## src/rtl/encoder_8_3_queue_pkg.sv

```systemverilog
// Shared constants and helpers for the 8-to-3 event encoder and its companion decoder.
package encoder_8_3_queue_pkg;

    localparam int N_REQ  = 8;
    localparam int CODE_W = 3;

    // Default arbitration order: 1 = highest pending index wins.
    localparam bit HIGH_FIRST_DEF = 1'b1;

    typedef logic [N_REQ-1:0]  req_t;
    typedef logic [CODE_W-1:0] code_t;

    // One-hot select from a binary code; shared with the 3-to-8 decoder.
    function automatic req_t code_to_onehot(input code_t code);
        req_t one_s;
        one_s = {{(N_REQ-1){1'b0}}, 1'b1};
        return one_s << code;
    endfunction

endpackage

```

## src/rtl/encoder_8_3_queue_if.sv

```systemverilog
// Request/code handshake bundle of the event encoder.
interface encoder_8_3_queue_if;
    import encoder_8_3_queue_pkg::*;

    logic  E;
    req_t  In;
    code_t Out;
    logic  Valid;
    logic  Ready;
    req_t  Pending;
    logic  Lost;

    // Encoder side: takes requests and Ready, presents codes.
    modport master (
        input  E,
        input  In,
        input  Ready,
        output Out,
        output Valid,
        output Pending,
        output Lost
    );

    // Requester/consumer side.
    modport slave (
        output E,
        output In,
        output Ready,
        input  Out,
        input  Valid,
        input  Pending,
        input  Lost
    );

endinterface

```

## src/rtl/encoder_8_3_queue_prio_enc_8_3.sv

```systemverilog
// Combinational 8-to-3 priority encoder; direction chosen by HIGH_FIRST.
module prio_enc_8_3
    import encoder_8_3_queue_pkg::*;
#(
    parameter bit HIGH_FIRST = HIGH_FIRST_DEF
) (
    input  req_t  req,
    output code_t code,
    output logic  any
);

    // Scan so that the last hit in loop order is the winning index.
    always_comb begin
        code = {CODE_W{1'b0}};
        any  = 1'b0;
        if (HIGH_FIRST) begin
            for (int i = 0; i < N_REQ; i++) begin
                if (req[i]) begin
                    code = CODE_W'(i);
                    any  = 1'b1;
                end else begin
                    any  = any;
                end
            end
        end else begin
            for (int i = N_REQ - 1; i >= 0; i--) begin
                if (req[i]) begin
                    code = CODE_W'(i);
                    any  = 1'b1;
                end else begin
                    any  = any;
                end
            end
        end
    end

endmodule

```

## src/rtl/encoder_8_3_queue.sv

```systemverilog
// Event encoder: queues request lines in a pending register and emits one
// 3-bit index per accepted valid/ready transfer, in priority order.
module encoder_8_3_queue
    import encoder_8_3_queue_pkg::*;
#(
    parameter bit HIGH_FIRST = HIGH_FIRST_DEF
) (
    input  logic clk,
    input  logic rst,
    encoder_8_3_queue_if.master bus
);

    req_t  pend_r;
    code_t out_r;
    logic  vld_r;
    logic  lost_r;

    code_t sel_s;
    logic  any_s;
    logic  load_s;
    req_t  clr_s;
    req_t  req_s;
    req_t  pend_nxt_s;
    logic  lost_nxt_s;

    // Selection looks only at registered pend; new requests never bypass it.
    prio_enc_8_3 #(.HIGH_FIRST(HIGH_FIRST)) u_prio (
        .req  (pend_r),
        .code (sel_s),
        .any  (any_s)
    );

    // Load/clear decision and next pending set; a re-request of the bit
    // being loaded survives as a fresh event because set is OR-ed last.
    always_comb begin
        load_s     = (!vld_r || bus.Ready) && any_s;
        clr_s      = {N_REQ{1'b0}};
        req_s      = {N_REQ{1'b0}};
        if (load_s) begin
            clr_s = code_to_onehot(sel_s);
        end else begin
            clr_s = {N_REQ{1'b0}};
        end
        if (bus.E) begin
            req_s = bus.In;
        end else begin
            req_s = {N_REQ{1'b0}};
        end
        pend_nxt_s = (pend_r & ~clr_s) | req_s;
        lost_nxt_s = |(req_s & pend_r & ~clr_s);
    end

    // Pending set, output stage and merge flag.
    always_ff @(posedge clk or posedge rst) begin
        if (rst) begin
            pend_r <= {N_REQ{1'b0}};
            out_r  <= {CODE_W{1'b0}};
            vld_r  <= 1'b0;
            lost_r <= 1'b0;
        end else begin
            pend_r <= pend_nxt_s;
            lost_r <= lost_nxt_s;
            if (load_s) begin
                out_r <= sel_s;
                vld_r <= 1'b1;
            end else if (vld_r && bus.Ready) begin
                vld_r <= 1'b0;
            end else begin
                vld_r <= vld_r;
            end
        end
    end

    assign bus.Out     = out_r;
    assign bus.Valid   = vld_r;
    assign bus.Pending = pend_r;
    assign bus.Lost    = lost_r;

endmodule

```

## src/flat_wrapper.sv

```systemverilog
// flat-port wrapper written by rule: the top's interface ports become plain ports
module encoder_8_3_queue_flat import encoder_8_3_queue_pkg::*;
#(
    parameter bit HIGH_FIRST = HIGH_FIRST_DEF
)
  (clk, rst, bus_E, bus_In, bus_Ready, bus_Out, bus_Valid, bus_Pending, bus_Lost);
  encoder_8_3_queue_if bus_i ();
  input  logic clk;
  input  logic rst;
  input wire logic [$bits(bus_i.E)-1:0] bus_E;
  input wire logic [$bits(bus_i.In)-1:0] bus_In;
  input wire logic [$bits(bus_i.Ready)-1:0] bus_Ready;
  output wire logic [$bits(bus_i.Out)-1:0] bus_Out;
  output wire logic [$bits(bus_i.Valid)-1:0] bus_Valid;
  output wire logic [$bits(bus_i.Pending)-1:0] bus_Pending;
  output wire logic [$bits(bus_i.Lost)-1:0] bus_Lost;
  assign bus_i.E = bus_E;
  assign bus_i.In = bus_In;
  assign bus_i.Ready = bus_Ready;
  assign bus_Out = bus_i.Out;
  assign bus_Valid = bus_i.Valid;
  assign bus_Pending = bus_i.Pending;
  assign bus_Lost = bus_i.Lost;
  encoder_8_3_queue #(.HIGH_FIRST(HIGH_FIRST)) u_core (.clk(clk), .rst(rst), .bus(bus_i));
endmodule
```

## config.mk

```make
export PLATFORM = sky130hd
export DESIGN_NAME = encoder_8_3_queue_flat
export DESIGN_NICKNAME = d
export VERILOG_FILES = /design/src/rtl/encoder_8_3_queue_pkg.sv /design/src/rtl/encoder_8_3_queue_if.sv /design/src/rtl/encoder_8_3_queue_prio_enc_8_3.sv /design/src/rtl/encoder_8_3_queue.sv /design/src/flat_wrapper.sv
export SDC_FILE = /design/constraint.sdc
export NUM_CORES = 1
export LEC_CHECK = 0
export CAP_MARGIN = 20
export CORE_AREA = 2 2 42 44
export CTS_CLUSTER_DIAMETER = 80
export DETAILED_ROUTE_END_ITERATION = 10
export DIE_AREA = 0 0 44 46
export PLACE_DENSITY = 0.87
export SKIP_CTS_REPAIR_TIMING = 1
export SLEW_MARGIN = 20
export SYNTH_ARGS = -nofsm -noshare
export SYNTH_HDL_FRONTEND = slang
export SYNTH_SLANG_ARGS = --single-unit
export TNS_END_PERCENT = 100
```

## constraint.sdc

```tcl
create_clock -name clk -period 4.8 [get_ports clk]
set_input_delay 0.96 -clock clk [delete_from_list [all_inputs] [get_ports clk]]
set_output_delay 0.96 -clock clk [all_outputs]
set_load 0.02 [all_outputs]
```

# Word-level counts from Yosys, hierarchy flattened

Index checks and enable logic that the tools add are counted.

Memories: 0
Register bits after elaboration: 13
Latch bits: 0
RAM bits: 0
Memory bits (read-only): 0
Output and inout bits: 13

Add/sub/neg operators: 0
Shift operators: 1
Equal/unequal tests: 0
Multiplexer cells: 19
Multiply operators: 0
Reduce and logical (&&, ||, !) cells: 6
Div/mod/pow operators: 0
Magnitude comparators: 0
Bitwise gates (word level): 5

Operator list:

| kind                | count |
|---|---|
| $and 8x8->8         | 3 |
| $mux 3              | 6 |
| $mux 8              | 2 |
| $mux 1              | 11 |
| $not 8->8           | 1 |
| $or 8x8->8          | 1 |
| $reduce_or 8->1     | 1 |
| $shl 1x3->8 const A | 1 |
| $logic_and 1x1->1   | 2 |
| $reduce_bool 2->1   | 1 |
| $logic_not 1->1     | 1 |
| $logic_or 1x1->1    | 1 |

# Depth between registers and ports, before layout

Gate-level depths: netlist of the first run.

Depth after elaboration: 13
Gate-level depth with buffers: 5
Mapped depth without buffers: 4

# By module

From an unflattened synthesis of the first run, not the netlist that was laid out.

Cell total of the unflattened synthesis: 70
Area total of the unflattened synthesis: 669.4 µm²

By module, submodules not included:

| module            | times used | seq. area each (µm²) | area an instance (µm²) | cells an instance |
|---|---|---|---|---|
| encoder_8_3_queue | 1          | 325.3                | 611.8                  | 58 |
| prio_enc_8_3      | 1          | 0.0                  | 57.6                   | 12 |

# Worst setup path before layout of the first run

No wires, ideal clock.

Path type: input-to-reg
Start point: input port bus_Ready
End point: register u_core.lost_r, in the netlist u_core.bus.Lost
Slack: 3021 ps
Arrival: 1638 ps
Buffers on the path: 1
Cell stages on the path: 5
Cell sequence: nor2b_1 > buf_2 > o311ai_2 > a41o_1 > o2111ai_1

Longest elaborated chain between the ends: 6

RTL lines:

| element                | RTL line                | source |
|---|---|---|
| start: declaration     | flat_wrapper.sv:12      | `input wire logic [$bits(bus_i.Ready)-1:0] bus_Ready;` |
| $logic_or 1x1->1       | encoder_8_3_queue.sv:36 | `load_s = (!vld_r \|\| bus.Ready) && any_s;` |
| $logic_and 1x1->1      | encoder_8_3_queue.sv:36 |  |
| $mux 8                 | encoder_8_3_queue.sv:39 | `if (load_s) begin` |
| $not 8->8              | encoder_8_3_queue.sv:50 | `lost_nxt_s = \|(req_s & pend_r & ~clr_s);` |
| $and 8x8->8            | encoder_8_3_queue.sv:50 |  |
| $reduce_or 8->1        | encoder_8_3_queue.sv:50 |  |
| net u_core.lost_nxt_s  | encoder_8_3_queue.sv:24 | `logic lost_nxt_s;` |
| end signal: assignment | encoder_8_3_queue.sv:62 | `lost_r <= lost_nxt_s;` |
| end: declaration       | encoder_8_3_queue.sv:16 | `logic lost_r;` |

The timed path passes the listed nets, and every way through them passes these cells.
A chain may end at the register's enable or synchronous reset.

# Worst setup path in the final report of the first run

Start point: register u_core.pend_r[3], in the netlist u_core.bus.Pending[3]
End point: output port bus_Pending[3]

RTL lines:

| element                  | RTL line                | source |
|---|---|---|
| start: declaration       | encoder_8_3_queue.sv:13 | `req_t pend_r;` |
| start signal: assignment | encoder_8_3_queue.sv:56 | `pend_r <= {N_REQ{1'b0}};` |
| start signal: assignment | encoder_8_3_queue.sv:61 | `pend_r <= pend_nxt_s;` |
| end: declaration         | flat_wrapper.sv:15      | `output wire logic [$bits(bus_i.Pending)-1:0] bus_Pending;` |

No word-level cell between the ends.

==> metrics.txt, run 1 <==
status completed; clk slew on worst S/H paths 80 ps; WS Path Type reg2out; mux contribution to synthesized area 0; Critical Path, Cell by Cell clkdlybuf4s50_1; Post-synth EDFFs 0; fillers 155; Routed wire per std cell 13.7 um; synth warn 0; switching power 0.0000788 W; Simple-Gate Fraction of Synth Area 0.205; Yosys top cell area share 0.492; clock power share 0.246; Buf/Inv on CP 1; #FFs+latches synth 13; hpwl dp 1180 um; max incr delay on CP 660 ps; Levels on crit path 1; Synth Area in Compound Gates 0.261; Post-Route WL 1540 um; Slew Limit Fails 0; Gate power share 0.260; fmax 0.414 GHz; Tot Pwr 0.000265 W; delay-heaviest family, CP buffers and inverters; Setup TNS Final 0 ps; hold path depth 2; Setup WS pre-CTS 2320 ps; gpl congestion 0.845; DRT iter0 DRCs 14; vias after detailed routing 635; Total Routing Usage GR 0.178; GR Overflow Total 0; number of global-route vias before repair 620; Synth Area in Adders 0; Worst Setup Slack, final 2390 ps; cell internal pwr 0.000186 W; slowest stage cell, crit path clkdlybuf4s50_1; Max Used Layer met4; Clock Skew 5.36 ps; Area contributors post-synth dfrtp_1, nand2_1, o21ai_0, nor2_1, a22o_1; VDD IR max 0.173 mV; vias per inst 5.62; RSZ-0062 raised after global routing false; initial antenna violation count 0; TritonRoute pass-1 iters 4; P&R area growth vs syn 41.7%; first-pass GRT wire length 2580 um; Setup violations, final 0; Critical Path Fanout Max 10; final count of hold timing violations 0; synthesized area per cell 9.30 um^2; syn nets 83; DR WL met3 86 um; crit end category output pin; period utilisation layout 0.503; CP required 3840 ps; synth cell count leaders dfrtp_1, nand2_1, o21ai_0; area leader, netlist dfrtp_1; Leak 0.366 nW; Flop pwr share 0.494; Hold Crit Class reg2reg; Die Ht 46 um; I/O pins 25; share of cells above drive strength 1 0.0833; Mapped Area 661 um^2; R2R cell count 4; DR WL met2 722 um; CTS sink count 13; Hold WS 525 ps; area of the die 2020 um^2; clk_lat worst skew 270 ps; # nets final 109; Port Buf Inserts 24; Die W 44 um; combinational family with the most area after synthesis compound AO/OA/AOI/OAI gates; worst slew pin tran 593 ps; XOR/XNOR Fraction of Synth Area 0; CTS Buf Count 3; Worst EP arrival 1450 ps; clk buf depth 2; largest net degree at the start of global routing 14; wl on met1 727 um; Max-cap violations 0; PwrDens 283 nW/um^2; CTS root buf clkbuf_4; row count 15; Distinct cells, synth 26; count leader, synth dfrtp_1; Net Sw Frac 0.297; Initial Util 0.409; total core area 1610 um^2; slew margin rel. 0.601; fin crit period 2410 ps; Most used DFF post-synth dfrtp_1; Antenna diodes 0; Async SR Flop Fraction 1.00; drt drc 0; antenna-violating nets left 0; CTS tree done; H-tree levels 1; Worst setup SP type flop; Syn Inst Count 71; Seq/Total Area, Yosys 0.492
## sequential cells by signal, indices dropped and copies added (netlist names)
register,count
u_core.bus.Pending,8
u_core.bus.Out,3
u_core.bus.Lost,1
u_core.bus.Valid,1
## placed cells by master, fill, tap and decap left out, types with 2 or more instances in the layout
cell	count
a22o_1	2
a31oi_1	2
clkbuf_4	3
clkdlybuf4s50_1	24
dfrtp_1	13
inv_1	4
nand2_1	12
nand3_1	2
nand4_1	2
nor2_1	5
nor2b_1	2
nor4_1	2
o2111ai_1	2
o211ai_1	2
o21ai_0	7
## worst reg2reg max path, delay by kind of cell (launching register included)
kind	cells	cell delay, ps
AND/OR/NAND/NOR	1	580
flip-flops	1	480
AO/OA/AOI/OAI	3	530
## metal layers
layer  GRT usage  up-vias
li1            -      316
met1       0.236      292
met2       0.268       25
met3      0.0397        2
met4      0.0970        0
met5           0        -
## worst paths after layout
kind                                       start                    end  slack (ps)
setup reg to reg           u_core.bus.Pending[5]        u_core.bus.Lost        3100
max in group asynchronous                    rst  u_core.bus.Pending[7]        3480
setup / recovery           u_core.bus.Pending[3]         bus_Pending[3]        2390
min in group asynchronous                    rst  u_core.bus.Pending[0]        1000
hold / removal                 u_core.bus.Out[2]      u_core.bus.Out[2]         530
hold reg to reg                u_core.bus.Out[2]      u_core.bus.Out[2]         530
## power groups by stage
| stage | logic, W | registers [W] | clock network [W] |
|---|---|---|---|
| detailed placement | 0.0000687 | 0.000132 | 0 |
| CTS | 0.0000692 | 0.000131 | 0.0000665 |
| finish | 0.0000689 | 0.000131 | 0.0000651 |
| floorplan | 0.0000256 | 0.000141 | 0 |
| global route | 0.0000743 | 0.000133 | 0.0000747 |
| global placement | 0.0000677 | 0.000132 | 0 |
## layout make-up
type                            instances  area [um^2]  area share
Multi-Input combinational cell         51          308       0.329
Clock buffer                            4         26.3      0.0281
Inverter                                4         15.0      0.0160
Sequential cell                        13          325       0.348
Timing Repair Buffer                   24          240       0.257
Tap cell                               17         21.3      0.0227
## cells by family (layout without fill, tap and decap cells)
group / after synthesis / after routing
DFF: 13 / 13
and+or+nand+nor: 28 / 28
buffers and inverters: 7 / 32
AOI/OAI and AO/OA: 23 / 23
## per-stage QoR
step	instance area (um^2)	cells	util
6_report	936	113	0.580
5_1_grt	936	113	0.580
4_1_cts	936	113	0.580
3_5_place_dp	910	109	0.564
3_3_place_gp	910	109	0.564
2_1_floorplan	661	71	-
(Power assumes the default switching activity.)
==> inputs of run 2 (changes only) <==
- CORE_AREA: 2 2 42 44 -> 2 2 45 47
- DIE_AREA: 0 0 44 46 -> 0 0 47 49
- PLACE_DENSITY: 0.87 -> 0.81
- clock period: 4.8 -> 2.2 ns (I/O delays scaled with it)
==> metrics.txt, run 2 (same netlist as run 1, synthesis figures left out) <==
Hold Crit Class in2async; Die Ht 49 um; CTS sink count 13; largest net degree at the start of global routing 14; clock power share 0.252; hpwl dp 1220 um; Max-cap violations 0; Leak 0.370 nW; Levels on crit path 1; Final Non-Filler Cells 124; Die W 47 um; Antenna diodes 0; PwrDens 609 nW/um^2; antenna-violating nets left 0; first-pass GRT wire length 2450 um; final count of hold timing violations 0; I/O pins 25; Post-Route WL 1550 um; Setup violations, final 0; row count 16; vias per inst 5.09; crit end category output pin; area of the die 2300 um^2; commonest non-fill, non-tap cell in the layout clkdlybuf4s50_1; Net Sw Frac 0.300; Slew Limit Fails 0; Flop pwr share 0.489; Critical Path Fanout Max 10; Setup TNS Final 0 ps; fmax 0.522 GHz; Initial Util 0.359; most frequent cells in the layout clkdlybuf4s50_1, dfrtp_1, nand2_1; clk slew on worst S/H paths 80 ps; Total Routing Usage GR 0.147; Worst EP arrival 1470 ps; max reg flops 8; clk_lat worst skew 280 ps; CTS tree done; period utilisation layout 0.870; final instance area 956 um^2; VDD IR max 0.385 mV; cell internal pwr 0.000408 W; RSZ-0062 raised after global routing false; CTS Buf Count 3; # nets final 110; slowest stage cell, crit path clkdlybuf4s50_1; Clock Skew 4.58 ps; Placed Area 930 um^2; Port Buf Inserts 24; max incr delay on CP 670 ps; H-tree levels 1; Buf/Inv on CP 1; total core area 1840 um^2; Critical Path, Cell by Cell clkdlybuf4s50_1; number of global-route vias before repair 586; WS Path Type reg2out; Worst setup SP type flop; status completed; clk buf depth 2; Routed wire per std cell 12.5 um; CP required 1760 ps; initial antenna violation count 0; GR Overflow Total 0; TritonRoute pass-1 iters 4; switching power 0.000175 W; CTS root buf clkbuf_4; fin crit period 1910 ps; vias after detailed routing 631; P&R area growth vs syn 44.7%; slew margin rel. 0.618; Gate power share 0.259; delay-heaviest family, CP buffers and inverters; drt drc 0; R2R cell count 4; worst slew pin tran 568 ps; gpl congestion 0.783; DRT iter0 DRCs 18; fillers 174; share of cells above drive strength 1 0.0928; Post-Place Cells 120
run 2: cell types whose count changed in the layout (fill, tap and decap cells not counted), sizes merged:
cell / delta
buf: +1
run 2: power by group through the flow:
stage | registers (W) | clock network [W] | logic, W
finish | 0.000285 | 0.000147 | 0.000151
global route | 0.000289 | 0.000160 | 0.000162
global placement | 0.000288 | 0 | 0.000150
detailed placement | 0.000289 | 0 | 0.000151
floorplan | 0.000308 | 0 | 0.0000559
CTS | 0.000284 | 0.000148 | 0.000152
run 2: path summary, 6_finish.rpt:
| kind | endpoint | slack [ps] | startpoint |
|---|---|---|---|
| max | bus_Pending[3] | 290 | u_core.bus.Pending[3] |
| max in group asynchronous | u_core.bus.Lost | 1380 | rst |
| max reg2reg | u_core.bus.Lost | 460 | u_core.bus.Pending[5] |
| min reg2reg | u_core.bus.Out[2] | 530 | u_core.bus.Out[2] |
| min | u_core.bus.Out[2] | 480 | rst |
| min in group clk | u_core.bus.Out[2] | 530 | u_core.bus.Out[2] |
run 2: area by class of cell:
| class | count | area (um^2) | share of cell area |
|---|---|---|---|
| multi-input combinational | 51 | 308 | 0.322 |
| inverter | 4 | 15.0 | 0.0157 |
| tap | 27 | 33.8 | 0.0353 |
| sequential | 13 | 325 | 0.340 |
| clock buffer | 4 | 26.3 | 0.0275 |
| timing repair buffer | 25 | 248 | 0.259 |
run 2: layer usage:
metal,vias to the layer above,GRT usage,routed length [um]
li1,313,-,-
met1,290,0.195,709
met2,24,0.219,723
met3,4,0.0222,82
met4,0,0.0833,36
met5,-,0,0
run 2: per-stage QoR:
step           setup WS, ps  total power [W]   util  hold WS [ps]
3_5_place_dp            304         0.000441  0.505           523
5_1_grt                 251         0.000611  0.519           540
3_3_place_gp            386         0.000439  0.505           495
6_report                286         0.000582  0.519           481
4_1_cts                 292         0.000584  0.519           499
2_1_floorplan           513         0.000364      -           317
